<file path="config.mk">
export PLATFORM = sky130hd
export DESIGN_NAME = datapath_hazard_flat
export DESIGN_NICKNAME = d
export VERILOG_FILES = /design/src/rtl/datapath_hazard_pkg.sv /design/src/rtl/datapath_hazard_if.sv /design/src/rtl/datapath_hazard_hazard_unit.sv /design/src/rtl/datapath_hazard.sv /design/src/flat_wrapper.sv
export SDC_FILE = /design/constraint.sdc
export NUM_CORES = 2
export LEC_CHECK = 0
export CORE_UTILIZATION = 55
export CTS_CLUSTER_SIZE = 25
export DETAILED_ROUTE_END_ITERATION = 12
export GPL_ROUTABILITY_DRIVEN = 0
export GPL_TIMING_DRIVEN = 0
export PLACE_DENSITY = 0.78
export SKIP_CTS_REPAIR_TIMING = 1
export SYNTH_ARGS = -nofsm -noshare
export SYNTH_HDL_FRONTEND = slang
export SYNTH_SLANG_ARGS = --single-unit
</file>
<file path="constraint.sdc">
create_clock -name clk -period 10.75 [get_ports clk]
set_input_delay 2.15 -clock clk [delete_from_list [all_inputs] [get_ports clk]]
set_output_delay 2.15 -clock clk [all_outputs]
set_load 0.1 [all_outputs]
</file>
<file path="src/rtl/datapath_hazard_pkg.sv">
// Shared encodings for the pipelined RV32I datapath: result-select and forwarding
// codes, the bubble instruction, the decoded-control bundle and the forwarding rule.
package datapath_hazard_pkg;

    localparam logic [1:0] RESULT_ALU = 2'b00;
    localparam logic [1:0] RESULT_MEM = 2'b01;
    localparam logic [1:0] RESULT_PC4 = 2'b10;

    localparam logic [1:0] FWD_RF  = 2'b00;
    localparam logic [1:0] FWD_WB  = 2'b01;
    localparam logic [1:0] FWD_MEM = 2'b10;

    localparam logic [31:0] NOP_INSTR = 32'h0000_0013;

    typedef struct packed {
        logic       reg_write;
        logic [1:0] result_src;
        logic       mem_write;
        logic       jump;
        logic       branch;
        logic [2:0] alu_control;
        logic       alu_src;
    } ctrl_t;

    // M has priority over W: it holds the younger result.
    function automatic logic [1:0] fwd_sel(input logic rw_m, input logic [4:0] rd_m,
                                           input logic rw_w, input logic [4:0] rd_w,
                                           input logic [4:0] rs);
        if (rw_m && rd_m != 5'd0 && rd_m == rs) return FWD_MEM;
        if (rw_w && rd_w != 5'd0 && rd_w == rs) return FWD_WB;
        return FWD_RF;
    endfunction

endpackage

</file>
<file path="src/rtl/datapath_hazard_if.sv">
// Controller decode, instruction/data memory and debug signals of the datapath.
// master = datapath side, slave = controller/memory side.
interface datapath_hazard_if #(parameter int XLEN = 32);
    logic [1:0]      ResultSrc;
    logic            MemWriteD;
    logic            ALUSrc;
    logic            RegWrite;
    logic [1:0]      ImmSrc;
    logic [2:0]      ALUControl;
    logic            Jump;
    logic            Branch;
    logic [XLEN-1:0] PC;
    logic [31:0]     Instr;
    logic [6:0]      op;
    logic [2:0]      funct3;
    logic            funct7b5;
    logic [XLEN-1:0] ALUResult;
    logic [XLEN-1:0] WriteData;
    logic            MemWriteM;
    logic [XLEN-1:0] ReadData;
    logic            StallD;
    logic            FlushE;

    modport master (
        input  ResultSrc, MemWriteD, ALUSrc, RegWrite, ImmSrc, ALUControl, Jump, Branch,
        input  Instr, ReadData,
        output PC, op, funct3, funct7b5, ALUResult, WriteData, MemWriteM, StallD, FlushE
    );

    modport slave (
        output ResultSrc, MemWriteD, ALUSrc, RegWrite, ImmSrc, ALUControl, Jump, Branch,
        output Instr, ReadData,
        input  PC, op, funct3, funct7b5, ALUResult, WriteData, MemWriteM, StallD, FlushE
    );
endinterface

</file>
<file path="src/rtl/datapath_hazard_hazard_unit.sv">
// Combinational hazard detection: load-use stall and taken-redirect flush.
module hazard_unit
    import datapath_hazard_pkg::*;
#(
    parameter bit HAZARD_EN = 1'b1
) (
    input  logic [4:0] rs1_id,
    input  logic [4:0] rs2_id,
    input  logic [4:0] rd_ex,
    input  logic [1:0] result_src_ex,
    input  logic       pc_src_ex,
    output logic       stall_if,
    output logic       stall_id,
    output logic       flush_id,
    output logic       flush_ex
);
    logic lw_stall;

    always_comb begin
        lw_stall = HAZARD_EN && (result_src_ex == RESULT_MEM) && (rd_ex != 5'd0) &&
                   ((rd_ex == rs1_id) || (rd_ex == rs2_id));
        flush_id = HAZARD_EN && pc_src_ex;
        // A redirect kills the waiting ID instruction, so holding it is pointless.
        stall_if = lw_stall && !pc_src_ex;
        stall_id = stall_if;
        flush_ex = lw_stall || flush_id;
    end
endmodule

</file>
<file path="src/rtl/datapath_hazard.sv">
// 5-stage RV32I datapath (IF/ID/EX/MEM/WB) with M/W forwarding, load-use stall
// and taken branch/jump flush. Decode lives in the external controller.
module datapath_hazard #(
    parameter int              XLEN      = 32,
    parameter logic [XLEN-1:0] RESET_PC  = '0,
    parameter logic [31:0]     NOP_INSTR = datapath_hazard_pkg::NOP_INSTR,
    parameter bit              HAZARD_EN = 1'b1
) (
    input logic               clk,
    input logic               reset,
    datapath_hazard_if.master bus
);
    import datapath_hazard_pkg::*;

    typedef struct packed {
        logic [31:0] instr; logic [XLEN-1:0] pc, pc4;
    } if_id_t;
    typedef struct packed {
        ctrl_t ctrl; logic [XLEN-1:0] rd1, rd2, pc, imm, pc4; logic [4:0] rs1, rs2, rd;
    } id_ex_t;
    typedef struct packed {
        logic reg_write; logic [1:0] result_src; logic mem_write;
        logic [XLEN-1:0] alu, wdata, pc4; logic [4:0] rd;
    } ex_mem_t;
    typedef struct packed {
        logic reg_write; logic [1:0] result_src;
        logic [XLEN-1:0] alu, rdata, pc4; logic [4:0] rd;
    } mem_wb_t;

    localparam if_id_t IFID_RST = '{instr: NOP_INSTR, default: '0};

    logic [XLEN-1:0] pc_f_q, pc_f_d, pc4_f;
    if_id_t          ifid_q, ifid_d;
    id_ex_t          idex_q, idex_d;
    ex_mem_t         exmem_q, exmem_d;
    mem_wb_t         memwb_q, memwb_d;
    logic [XLEN-1:0] rf_q [32];
    logic [XLEN-1:0] rf_d [32];

    logic [4:0]      rs1_id, rs2_id;
    logic [XLEN-1:0] rd1_id, rd2_id, imm_id;
    logic [31:0]     imm32;
    ctrl_t           ctrl_id;
    logic [1:0]      fwd_a, fwd_b;
    logic [XLEN-1:0] src_a, fwd_rs2, src_b, alu_res, pc_tgt_ex, result_w;
    logic            pc_src_ex, rf_we;
    logic            stall_if, stall_id, flush_id, flush_ex;

    hazard_unit #(.HAZARD_EN(HAZARD_EN)) u_hazard (
        .rs1_id        (rs1_id),
        .rs2_id        (rs2_id),
        .rd_ex         (idex_q.rd),
        .result_src_ex (idex_q.ctrl.result_src),
        .pc_src_ex     (pc_src_ex),
        .stall_if      (stall_if),
        .stall_id      (stall_id),
        .flush_id      (flush_id),
        .flush_ex      (flush_ex)
    );

    always_comb begin
        case (memwb_q.result_src)
            RESULT_MEM: result_w = memwb_q.rdata;
            RESULT_PC4: result_w = memwb_q.pc4;
            default:    result_w = memwb_q.alu;
        endcase
        rf_we = reset && memwb_q.reg_write && (memwb_q.rd != 5'd0);
        rf_d  = rf_q;
        if (rf_we) rf_d[memwb_q.rd] = result_w;

        // ID: write-through read so WB and ID can share a cycle
        rs1_id = ifid_q.instr[19:15];
        rs2_id = ifid_q.instr[24:20];
        rd1_id = (rs1_id == 5'd0) ? '0 : (rf_we && memwb_q.rd == rs1_id) ? result_w : rf_q[rs1_id];
        rd2_id = (rs2_id == 5'd0) ? '0 : (rf_we && memwb_q.rd == rs2_id) ? result_w : rf_q[rs2_id];
        case (bus.ImmSrc)
            2'b00:   imm32 = {{20{ifid_q.instr[31]}}, ifid_q.instr[31:20]};
            2'b01:   imm32 = {{20{ifid_q.instr[31]}}, ifid_q.instr[31:25], ifid_q.instr[11:7]};
            2'b10:   imm32 = {{20{ifid_q.instr[31]}}, ifid_q.instr[7], ifid_q.instr[30:25],
                              ifid_q.instr[11:8], 1'b0};
            default: imm32 = {{12{ifid_q.instr[31]}}, ifid_q.instr[19:12], ifid_q.instr[20],
                              ifid_q.instr[30:21], 1'b0};
        endcase
        imm_id = XLEN'($signed(imm32));
        ctrl_id             = '0;
        ctrl_id.reg_write   = bus.RegWrite;
        ctrl_id.result_src  = bus.ResultSrc;
        ctrl_id.mem_write   = bus.MemWriteD;
        ctrl_id.jump        = bus.Jump;
        ctrl_id.branch      = bus.Branch;
        ctrl_id.alu_control = bus.ALUControl;
        ctrl_id.alu_src     = bus.ALUSrc;

        // EX
        fwd_a = fwd_sel(exmem_q.reg_write, exmem_q.rd, memwb_q.reg_write, memwb_q.rd, idex_q.rs1);
        fwd_b = fwd_sel(exmem_q.reg_write, exmem_q.rd, memwb_q.reg_write, memwb_q.rd, idex_q.rs2);
        case (fwd_a)
            FWD_MEM: src_a = exmem_q.alu;
            FWD_WB:  src_a = result_w;
            default: src_a = idex_q.rd1;
        endcase
        case (fwd_b)
            FWD_MEM: fwd_rs2 = exmem_q.alu;
            FWD_WB:  fwd_rs2 = result_w;
            default: fwd_rs2 = idex_q.rd2;
        endcase
        src_b = idex_q.ctrl.alu_src ? idex_q.imm : fwd_rs2;
        case (idex_q.ctrl.alu_control)
            3'b000:  alu_res = src_a + src_b;
            3'b001:  alu_res = src_a - src_b;
            3'b010:  alu_res = src_a & src_b;
            3'b011:  alu_res = src_a | src_b;
            3'b101:  alu_res = {{(XLEN-1){1'b0}}, ($signed(src_a) < $signed(src_b))};
            default: alu_res = '0;
        endcase
        pc_src_ex = idex_q.ctrl.jump || (idex_q.ctrl.branch && (alu_res == '0));
        pc_tgt_ex = idex_q.pc + idex_q.imm;

        // next state: flush > stall > load
        pc4_f  = pc_f_q + XLEN'(4);
        pc_f_d = pc_src_ex ? pc_tgt_ex : (stall_if ? pc_f_q : pc4_f);

        ifid_d = '{instr: bus.Instr, pc: pc_f_q, pc4: pc4_f};
        if (flush_id)      ifid_d = IFID_RST;
        else if (stall_id) ifid_d = ifid_q;

        idex_d = '{ctrl: ctrl_id, rd1: rd1_id, rd2: rd2_id, pc: ifid_q.pc, imm: imm_id,
                   pc4: ifid_q.pc4, rs1: rs1_id, rs2: rs2_id, rd: ifid_q.instr[11:7]};
        if (flush_ex) idex_d = '0;

        exmem_d = '{reg_write: idex_q.ctrl.reg_write, result_src: idex_q.ctrl.result_src,
                    mem_write: idex_q.ctrl.mem_write, alu: alu_res, wdata: fwd_rs2,
                    pc4: idex_q.pc4, rd: idex_q.rd};
        memwb_d = '{reg_write: exmem_q.reg_write, result_src: exmem_q.result_src,
                    alu: exmem_q.alu, rdata: bus.ReadData, pc4: exmem_q.pc4, rd: exmem_q.rd};
    end

    always_ff @(posedge clk) begin
        if (!reset) begin
            pc_f_q  <= RESET_PC;
            ifid_q  <= IFID_RST;
            idex_q  <= '0;
            exmem_q <= '0;
            memwb_q <= '0;
        end else begin
            pc_f_q  <= pc_f_d;
            ifid_q  <= ifid_d;
            idex_q  <= idex_d;
            exmem_q <= exmem_d;
            memwb_q <= memwb_d;
        end
    end

    // Register contents survive reset; the write enable is gated by reset instead.
    always_ff @(posedge clk) rf_q <= rf_d;

    assign bus.PC        = pc_f_q;
    assign bus.op        = ifid_q.instr[6:0];
    assign bus.funct3    = ifid_q.instr[14:12];
    assign bus.funct7b5  = ifid_q.instr[30];
    assign bus.ALUResult = exmem_q.alu;
    assign bus.WriteData = exmem_q.wdata;
    assign bus.MemWriteM = exmem_q.mem_write;
    assign bus.StallD    = stall_id;
    assign bus.FlushE    = flush_ex;
endmodule

</file>
<file path="src/flat_wrapper.sv">
// flat-port wrapper written by rule: the top's interface ports become plain ports
module datapath_hazard_flat import datapath_hazard_pkg::*;
#(
    parameter int              XLEN      = 32,
    parameter logic [XLEN-1:0] RESET_PC  = '0,
    parameter logic [31:0]     NOP_INSTR = datapath_hazard_pkg::NOP_INSTR,
    parameter bit              HAZARD_EN = 1'b1
)
  (clk, reset, bus_ResultSrc, bus_MemWriteD, bus_ALUSrc, bus_RegWrite, bus_ImmSrc, bus_ALUControl, bus_Jump, bus_Branch, bus_Instr, bus_ReadData, bus_PC, bus_op, bus_funct3, bus_funct7b5, bus_ALUResult, bus_WriteData, bus_MemWriteM, bus_StallD, bus_FlushE);
  datapath_hazard_if #(.XLEN(XLEN)) bus_i ();
  input logic clk;
  input logic reset;
  input wire logic [$bits(bus_i.ResultSrc)-1:0] bus_ResultSrc;
  input wire logic [$bits(bus_i.MemWriteD)-1:0] bus_MemWriteD;
  input wire logic [$bits(bus_i.ALUSrc)-1:0] bus_ALUSrc;
  input wire logic [$bits(bus_i.RegWrite)-1:0] bus_RegWrite;
  input wire logic [$bits(bus_i.ImmSrc)-1:0] bus_ImmSrc;
  input wire logic [$bits(bus_i.ALUControl)-1:0] bus_ALUControl;
  input wire logic [$bits(bus_i.Jump)-1:0] bus_Jump;
  input wire logic [$bits(bus_i.Branch)-1:0] bus_Branch;
  input wire logic [$bits(bus_i.Instr)-1:0] bus_Instr;
  input wire logic [$bits(bus_i.ReadData)-1:0] bus_ReadData;
  output wire logic [$bits(bus_i.PC)-1:0] bus_PC;
  output wire logic [$bits(bus_i.op)-1:0] bus_op;
  output wire logic [$bits(bus_i.funct3)-1:0] bus_funct3;
  output wire logic [$bits(bus_i.funct7b5)-1:0] bus_funct7b5;
  output wire logic [$bits(bus_i.ALUResult)-1:0] bus_ALUResult;
  output wire logic [$bits(bus_i.WriteData)-1:0] bus_WriteData;
  output wire logic [$bits(bus_i.MemWriteM)-1:0] bus_MemWriteM;
  output wire logic [$bits(bus_i.StallD)-1:0] bus_StallD;
  output wire logic [$bits(bus_i.FlushE)-1:0] bus_FlushE;
  assign bus_i.ResultSrc = bus_ResultSrc;
  assign bus_i.MemWriteD = bus_MemWriteD;
  assign bus_i.ALUSrc = bus_ALUSrc;
  assign bus_i.RegWrite = bus_RegWrite;
  assign bus_i.ImmSrc = bus_ImmSrc;
  assign bus_i.ALUControl = bus_ALUControl;
  assign bus_i.Jump = bus_Jump;
  assign bus_i.Branch = bus_Branch;
  assign bus_i.Instr = bus_Instr;
  assign bus_i.ReadData = bus_ReadData;
  assign bus_PC = bus_i.PC;
  assign bus_op = bus_i.op;
  assign bus_funct3 = bus_i.funct3;
  assign bus_funct7b5 = bus_i.funct7b5;
  assign bus_ALUResult = bus_i.ALUResult;
  assign bus_WriteData = bus_i.WriteData;
  assign bus_MemWriteM = bus_i.MemWriteM;
  assign bus_StallD = bus_i.StallD;
  assign bus_FlushE = bus_i.FlushE;
  datapath_hazard #(.XLEN(XLEN), .RESET_PC(RESET_PC), .NOP_INSTR(NOP_INSTR), .HAZARD_EN(HAZARD_EN)) u_core (.clk(clk), .reset(reset), .bus(bus_i));
endmodule
</file>
### Word-level counts from Yosys, hierarchy flattened

Cells that the tools add are included.

* flip-flop bits (word level): 1535
* input port bits: 78
* word-level logic and storage cells: 165

* add/sub/neg operators: 4
* magnitude comparators: 5
* eq/ne operators: 22
* mux-type cells: 33
* bitwise operators: 6
* reductions and logical operators: 31

Operators by type and width (count)
* $bwmux 1024: 1
* $bmux 32 s5: 2
* $mux 32: 10
* $pmux 32 s2: 3
* $demux 32 s5: 1
* $pmux 32 s5: 1
* $add 32x32->32: 2
* $pmux 20 s3: 1
* $eq 5x5->1: 8
* $add 32x3->32 const B: 1
* $and 32x32->32: 1
* $logic_not 32->1: 1
* $lt 32x32->1: 1
* $or 32x32->32: 1
* $sub 32x32->32: 1
* $ge 6x6->1 const B: 3
* $not 5->6: 3
* $mux 2: 8
* $logic_and 1x1->1: 15
* $reduce_bool 5->1: 3
* $eq 2x1->1 const B: 5
* $logic_not 5->1: 2
* $eq 2x2->1 const B: 4
* $eq 3x2->1 const B: 2
* other kinds (12): 21

### Longest topological paths before layout

* depth in word-level cells: 19
* depth in mapped cells: 27

### Hierarchy

From an unflattened synthesis, not the netlist that was laid out.

* cells, all modules: 5377
* area, all modules: 73508.0 µm²

By module, submodules not included
* datapath_hazard: times used 1, cells an instance 5355, area an instance 73345.3 µm², sequential area each 40899.2 µm²
* hazard_unit: times used 1, cells an instance 22, area an instance 162.7 µm², sequential area each 0.0 µm²

### Worst setup path after synthesis

No wires, ideal clock.

* path type: register to output
* start: register u_core.memwb_q[4] (netlist bit)
* end: output port bus_StallD
* arrival time: 6.946 ns
* slack: 1.654 ns
* stages on the path, launching flop included: 26
* path buffers: 5
* cells stage by stage: dfxtp_1 > buf_1 > xnor2_1 > nand3_1 > nor4_1 > clkbuf_1 > mux2i_1 > a21oi_1 > mux2i_1 > inv_1 > fa_1 > nor2b_1 > o311ai_2 > a211oi_2 > a31oi_2 > a2111oi_4 > a41oi_1 > a31oi_1 > mux2_1 > a311oi_1 > and4_1 > buf_2 > a31o_2 > buf_4 > buf_4 > nor2_1

* word-level cells in the longest chain between the ends: 17
* elaborated cells between the ends (all ways): 34
* those cells by class: 2 x add/sub; 1 x order compare; 6 x eq/ne; 14 x mux; 2 x bitwise; 9 x reduce/logical

RTL lines
* from (decl): RTL line datapath_hazard.sv:36 `mem_wb_t memwb_q, memwb_d;`
* from (signal assigned): RTL line datapath_hazard.sv:150 `memwb_q <= memwb_d;`
* $reduce_bool 5->1: RTL line datapath_hazard_pkg.sv:30 `if (rw_w && rd_w != 5'd0 && rd_w == rs) return FWD_WB;`
* $logic_and 1x1->1 (2 in series): RTL line datapath_hazard_pkg.sv:30
* $mux 1 (2 in series): RTL line datapath_hazard_pkg.sv:30
* $mux 2: RTL line datapath_hazard_pkg.sv:31 `return FWD_RF;`
* $mux 2: RTL line datapath_hazard_pkg.sv:30
* $eq 2x1->1 / $eq 2x2->1 (equally long branches): RTL line datapath_hazard.sv:102 `case (fwd_b)`
* $pmux 32 s2: RTL line datapath_hazard.sv:102
* $mux 32: RTL line datapath_hazard.sv:107 `src_b = idex_q.ctrl.alu_src ? idex_q.imm : fwd_rs2;`
* $sub 32x32->32 (tied with other cells): RTL line datapath_hazard.sv:110 `3'b001: alu_res = src_a - src_b;`
* $pmux 32 s5 (*): RTL line datapath_hazard.sv:108 `case (idex_q.ctrl.alu_control)`
* $logic_not 32->1 (*): RTL line datapath_hazard.sv:116 `pc_src_ex = idex_q.ctrl.jump || (idex_q.ctrl.branch && (alu_res == '0));`
* $logic_and 1x1->1 (*): RTL line datapath_hazard.sv:116
* $logic_or 1x1->1 (*): RTL line datapath_hazard.sv:116
* $logic_not 1->1 (*): RTL line datapath_hazard_hazard_unit.sv:24 `stall_if = lw_stall && !pc_src_ex;`
* $logic_and 1x1->1 (*): RTL line datapath_hazard_hazard_unit.sv:24
* to (decl): RTL line flat_wrapper.sv:30 `output wire logic [$bits(bus_i.StallD)-1:0] bus_StallD;`

Every way passes the cells marked *; elsewhere a longest branch is shown, timed or not. The select of a mux whose other input is x is not followed.

### Final worst setup path

* start: register u_core.memwb_q[3] (netlist bit)
* end: output port bus_StallD

Same word-level chain as after synthesis.

==> flow_summary.yaml <==
power:
  p_switching_mw: 4.183
  power_frac_comb_pct: 16.6
  p_clk_share_pct: 38.7
  vdd_ir_drop_max_mv: 0.1875
  p_total_mw: 14.58
  power_switching_share_pct: 28.69
  intPower_mw: 10.39
  powerDensity_nw_per_um2: 172.1
  seq_power_share_pct: 44.8
  p_leak_nw: 28.50
global_route:
  grt_max_degree: 37
  grt_pass1_vias: 52538
  antenna_found_initial: 18
  grt_pass1_wl_um: 367700
  grt-ovfl-total: 0
  grt_use_total_pct: 38.30
placed_design:
  placed_area_sq_um: 79290
  dp_hpwl_um: 175800
  port_buffers: 186
detailed_routing:
  vias: 53909
  wl_um: 262200
  dr.first_iter.drc_count: 9501
  drc: 0
  met1_length_um: 80890
  wl_met2_um: 117100
  dr.pass1.iters: 10
  wire_per_inst_um: 34.51
  top_layer_used: "met5"
  antenna_left: 0
  viasPerCell: 7.095
  met3_length_um: 40450
timing:
  skew_ns: 0.04028
  period_needed_ns: 10.76
  setup_slack_ns: -0.007554
  slew_viol_final: 0
  fmax_ghz: 0.09296
  period_share_pct: 100.1
  holdWs_ns: 0.4255
  worst_pin_slew_ns: 1.450
  slew_headroom_pct: 3.313
  hold_viol_final: 0
  finalSetupViolations: 2
layout:
  drive_above_1_share_pct: 20.94
  fill_cells: 9115
  fin_area_sq_um: 84700
  final_cell_mix: "1,024 x edfxtp_1, 640 x mux4_2, 574 x nand2_1, 507 x dfxtp_1, 345 x nor2_1"
  synthToLayoutAreaGrowth_pct: 15.57
  nets: 5923
  final_core_util_pct: 64.27
  final_common_cell: "edfxtp_1"
logic_synthesis:
  ys_seq_area_share_pct: 55.81
  synth_top_area_share_pct: 41.96
  synth.cell_area_sq_um: 73290
  syn_area_per_cell_sq_um: 13.93
  ys_ff_latch: 1531
  ys.flop_type: "edfxtp_1"
  ys_types: 92
  yosys.area.top_type: "edfxtp_1"
  synth_area_leaders: "edfxtp_1 42%, mux4_2 20%, dfxtp_1 14%"
  yosysWarnings: 0
  async_flop_share_pct: 0
  syn_inst: 5262
  synth_edf_count: 1024
cts:
  cts_tree: "built"
  cts_buffers: 157
  clockRootBuffer: "clkbuf_16"
  clockBufferDepth: 3
  numClockSinks: 1531
  clk_pin_slew_ns: 0.08
  clk_latency_ns: 0.83
  h-tree-depth: 4
flow_run:
  cap_viol_max_count: 0
floorplan:
  die_y_um: 367.0
  initial_core_util_pct: 55.61
  core_area_sq_um: 131800
  dieArea_sq_um: 134700
  ios: 188
  die_x_um: 367.0
  rows: 133
run_status:
  violations: "setup timing"
  outcome: "finished with violations"
setup_path:
  path_max_fanout: 10
  crit_arrival_ns: 8.61
  critPathLaunchType: "flip-flop"
  critical_path_class: "reg2out"
  cp.required_ns: 8.60
  cp-end-kind: "output port"
worst_hold_path:
  timing.hold.worst.class: "reg2reg"
## final timing paths
path,startpoint,cells past startpoint,slack [ns],endpoint
worst max-delay path,u_core.memwb_q[3],27,-0.008,bus_StallD
worst min-delay path,u_core.ifid_q[53],2,0.43,u_core.idex_q[100]
worst max register to register,u_core.memwb_q[3],26,2.80,u_core.exmem_d[103]
worst min register to register,u_core.ifid_q[53],2,0.43,u_core.idex_q[100]
## metrics by stage
step	worst slack (ns)	setup TNS, ns	cells
detailed placement	-0.5959	-1.047	7301
CTS	-1.494	-2.856	7589
floorplan	1.654	0	5293
global route	-0.001783	-0.001783	7593
global placement	-1.666	-3.199	7234
finish	-0.007554	-0.009639	7598
## metal layers
layer | track usage (%) | up-vias
met5 | 0 | -
met4 | 27.76 | 12
met3 | 13.83 | 1428
met2 | 58.22 | 5492
met1 | 45.01 | 26129
li1 | - | 20848
## power by group through the flow
stage | logic, mW | clock network (mW) | registers [mW]
after detailed placement | 2.26 | 0 | 6.64
after global routing | 2.47 | 5.82 | 6.52
after CTS | 2.29 | 5.61 | 6.51
after floorplan | 1.48 | 0 | 6.61
after global placement | 2.16 | 0 | 6.65
final | 2.42 | 5.64 | 6.53
## cells by family after synthesis
family | count (synthesis) | synth area share (%)
mux | 829 | 22.27
buf+inv | 558 | 3.403
compound gates | 685 | 5.992
fa+ha+maj | 137 | 2.370
xor+xnor | 146 | 1.745
simple gates | 1375 | 8.408
other cells | 1 | 0.005117
flops | 1531 | 55.81
## flip-flops by register name (all words and copies together) (netlist names)
name,cells
u_core.bus.op,7
u_core.bus.ALUResult,32
u_core.exmem_d,41
u_core.bus.WriteData,32
u_core.exmem_q,40
u_core.idex_q,131
u_core.memwb_q,104
u_core.rf_q,1024
u_core.ifid_q,83
u_core.bus.funct7b5,1
u_core.bus.MemWriteM,1
u_core.bus.PC,32
u_core.bus.funct3,3
## Yosys cell counts (10+ instances only)
master	count
nor2_1	376
buf_4	80
nor2b_1	16
nor3_1	59
mux4_2	640
mux2_2	12
ha_1	134
a211oi_1	50
nor4_1	17
a21oi_1	173
buf_1	51
buf_2	31
o211ai_1	12
o31ai_1	10
o21a_1	20
and3_1	25
and2_1	179
xnor2_1	103
nand2_1	575
a22oi_1	36
clkbuf_1	275
or3_1	10
xor2_1	43
a311oi_1	10
a221oi_1	15
nand4_1	18
a21o_1	15
a211o_1	11
o21ai_1	38
nand3_1	48
o21bai_1	11
mux2i_1	176
edfxtp_1	1024
inv_1	108
o21ai_0	177
dfxtp_1	507
nand2b_1	18
a31oi_1	28
## critical path, cell delays in order (launching register included)
cell	delay, ns
dfxtp_1	0.43
clkbuf_2	0.32
xnor2_1	0.16
nand3_1	0.15
nor4_4	0.38
clkdlybuf4s18_2	0.34
clkbuf_4	0.28
mux2i_1	0.31
a21oi_1	0.15
mux2i_1	0.46
ha_1	0.32
buf_2	0.17
nand2b_1	0.08
a31oi_1	0.11
a211oi_2	0.39
a31oi_4	0.21
a2111oi_4	0.51
a41oi_1	0.28
a31oi_1	0.34
mux2_1	0.37
a311oi_2	0.28
and4_1	0.39
buf_2	0.25
a31o_2	0.17
buf_4	0.22
buf_4	0.27
nor2_1	0.07
buf_2	0.32
## final cells by class
| class | instances | area [sq um] | share of cell area, % |
|---|---|---|---|
| diodes | 6 | 15.01 | 0.01773 |
| plain buffers | 441 | 2086 | 2.462 |
| clock buffers | 198 | 4228 | 4.991 |
| clock inverters | 90 | 998.5 | 1.179 |
| inverters | 113 | 424.2 | 0.5008 |
| multi-input cells | 3205 | 30600 | 36.13 |
| flip-flops and latches | 1531 | 40900 | 48.29 |
| well taps | 1755 | 2196 | 2.592 |
| repair buffers | 259 | 3252 | 3.839 |
(Power assumes the default switching activity.)
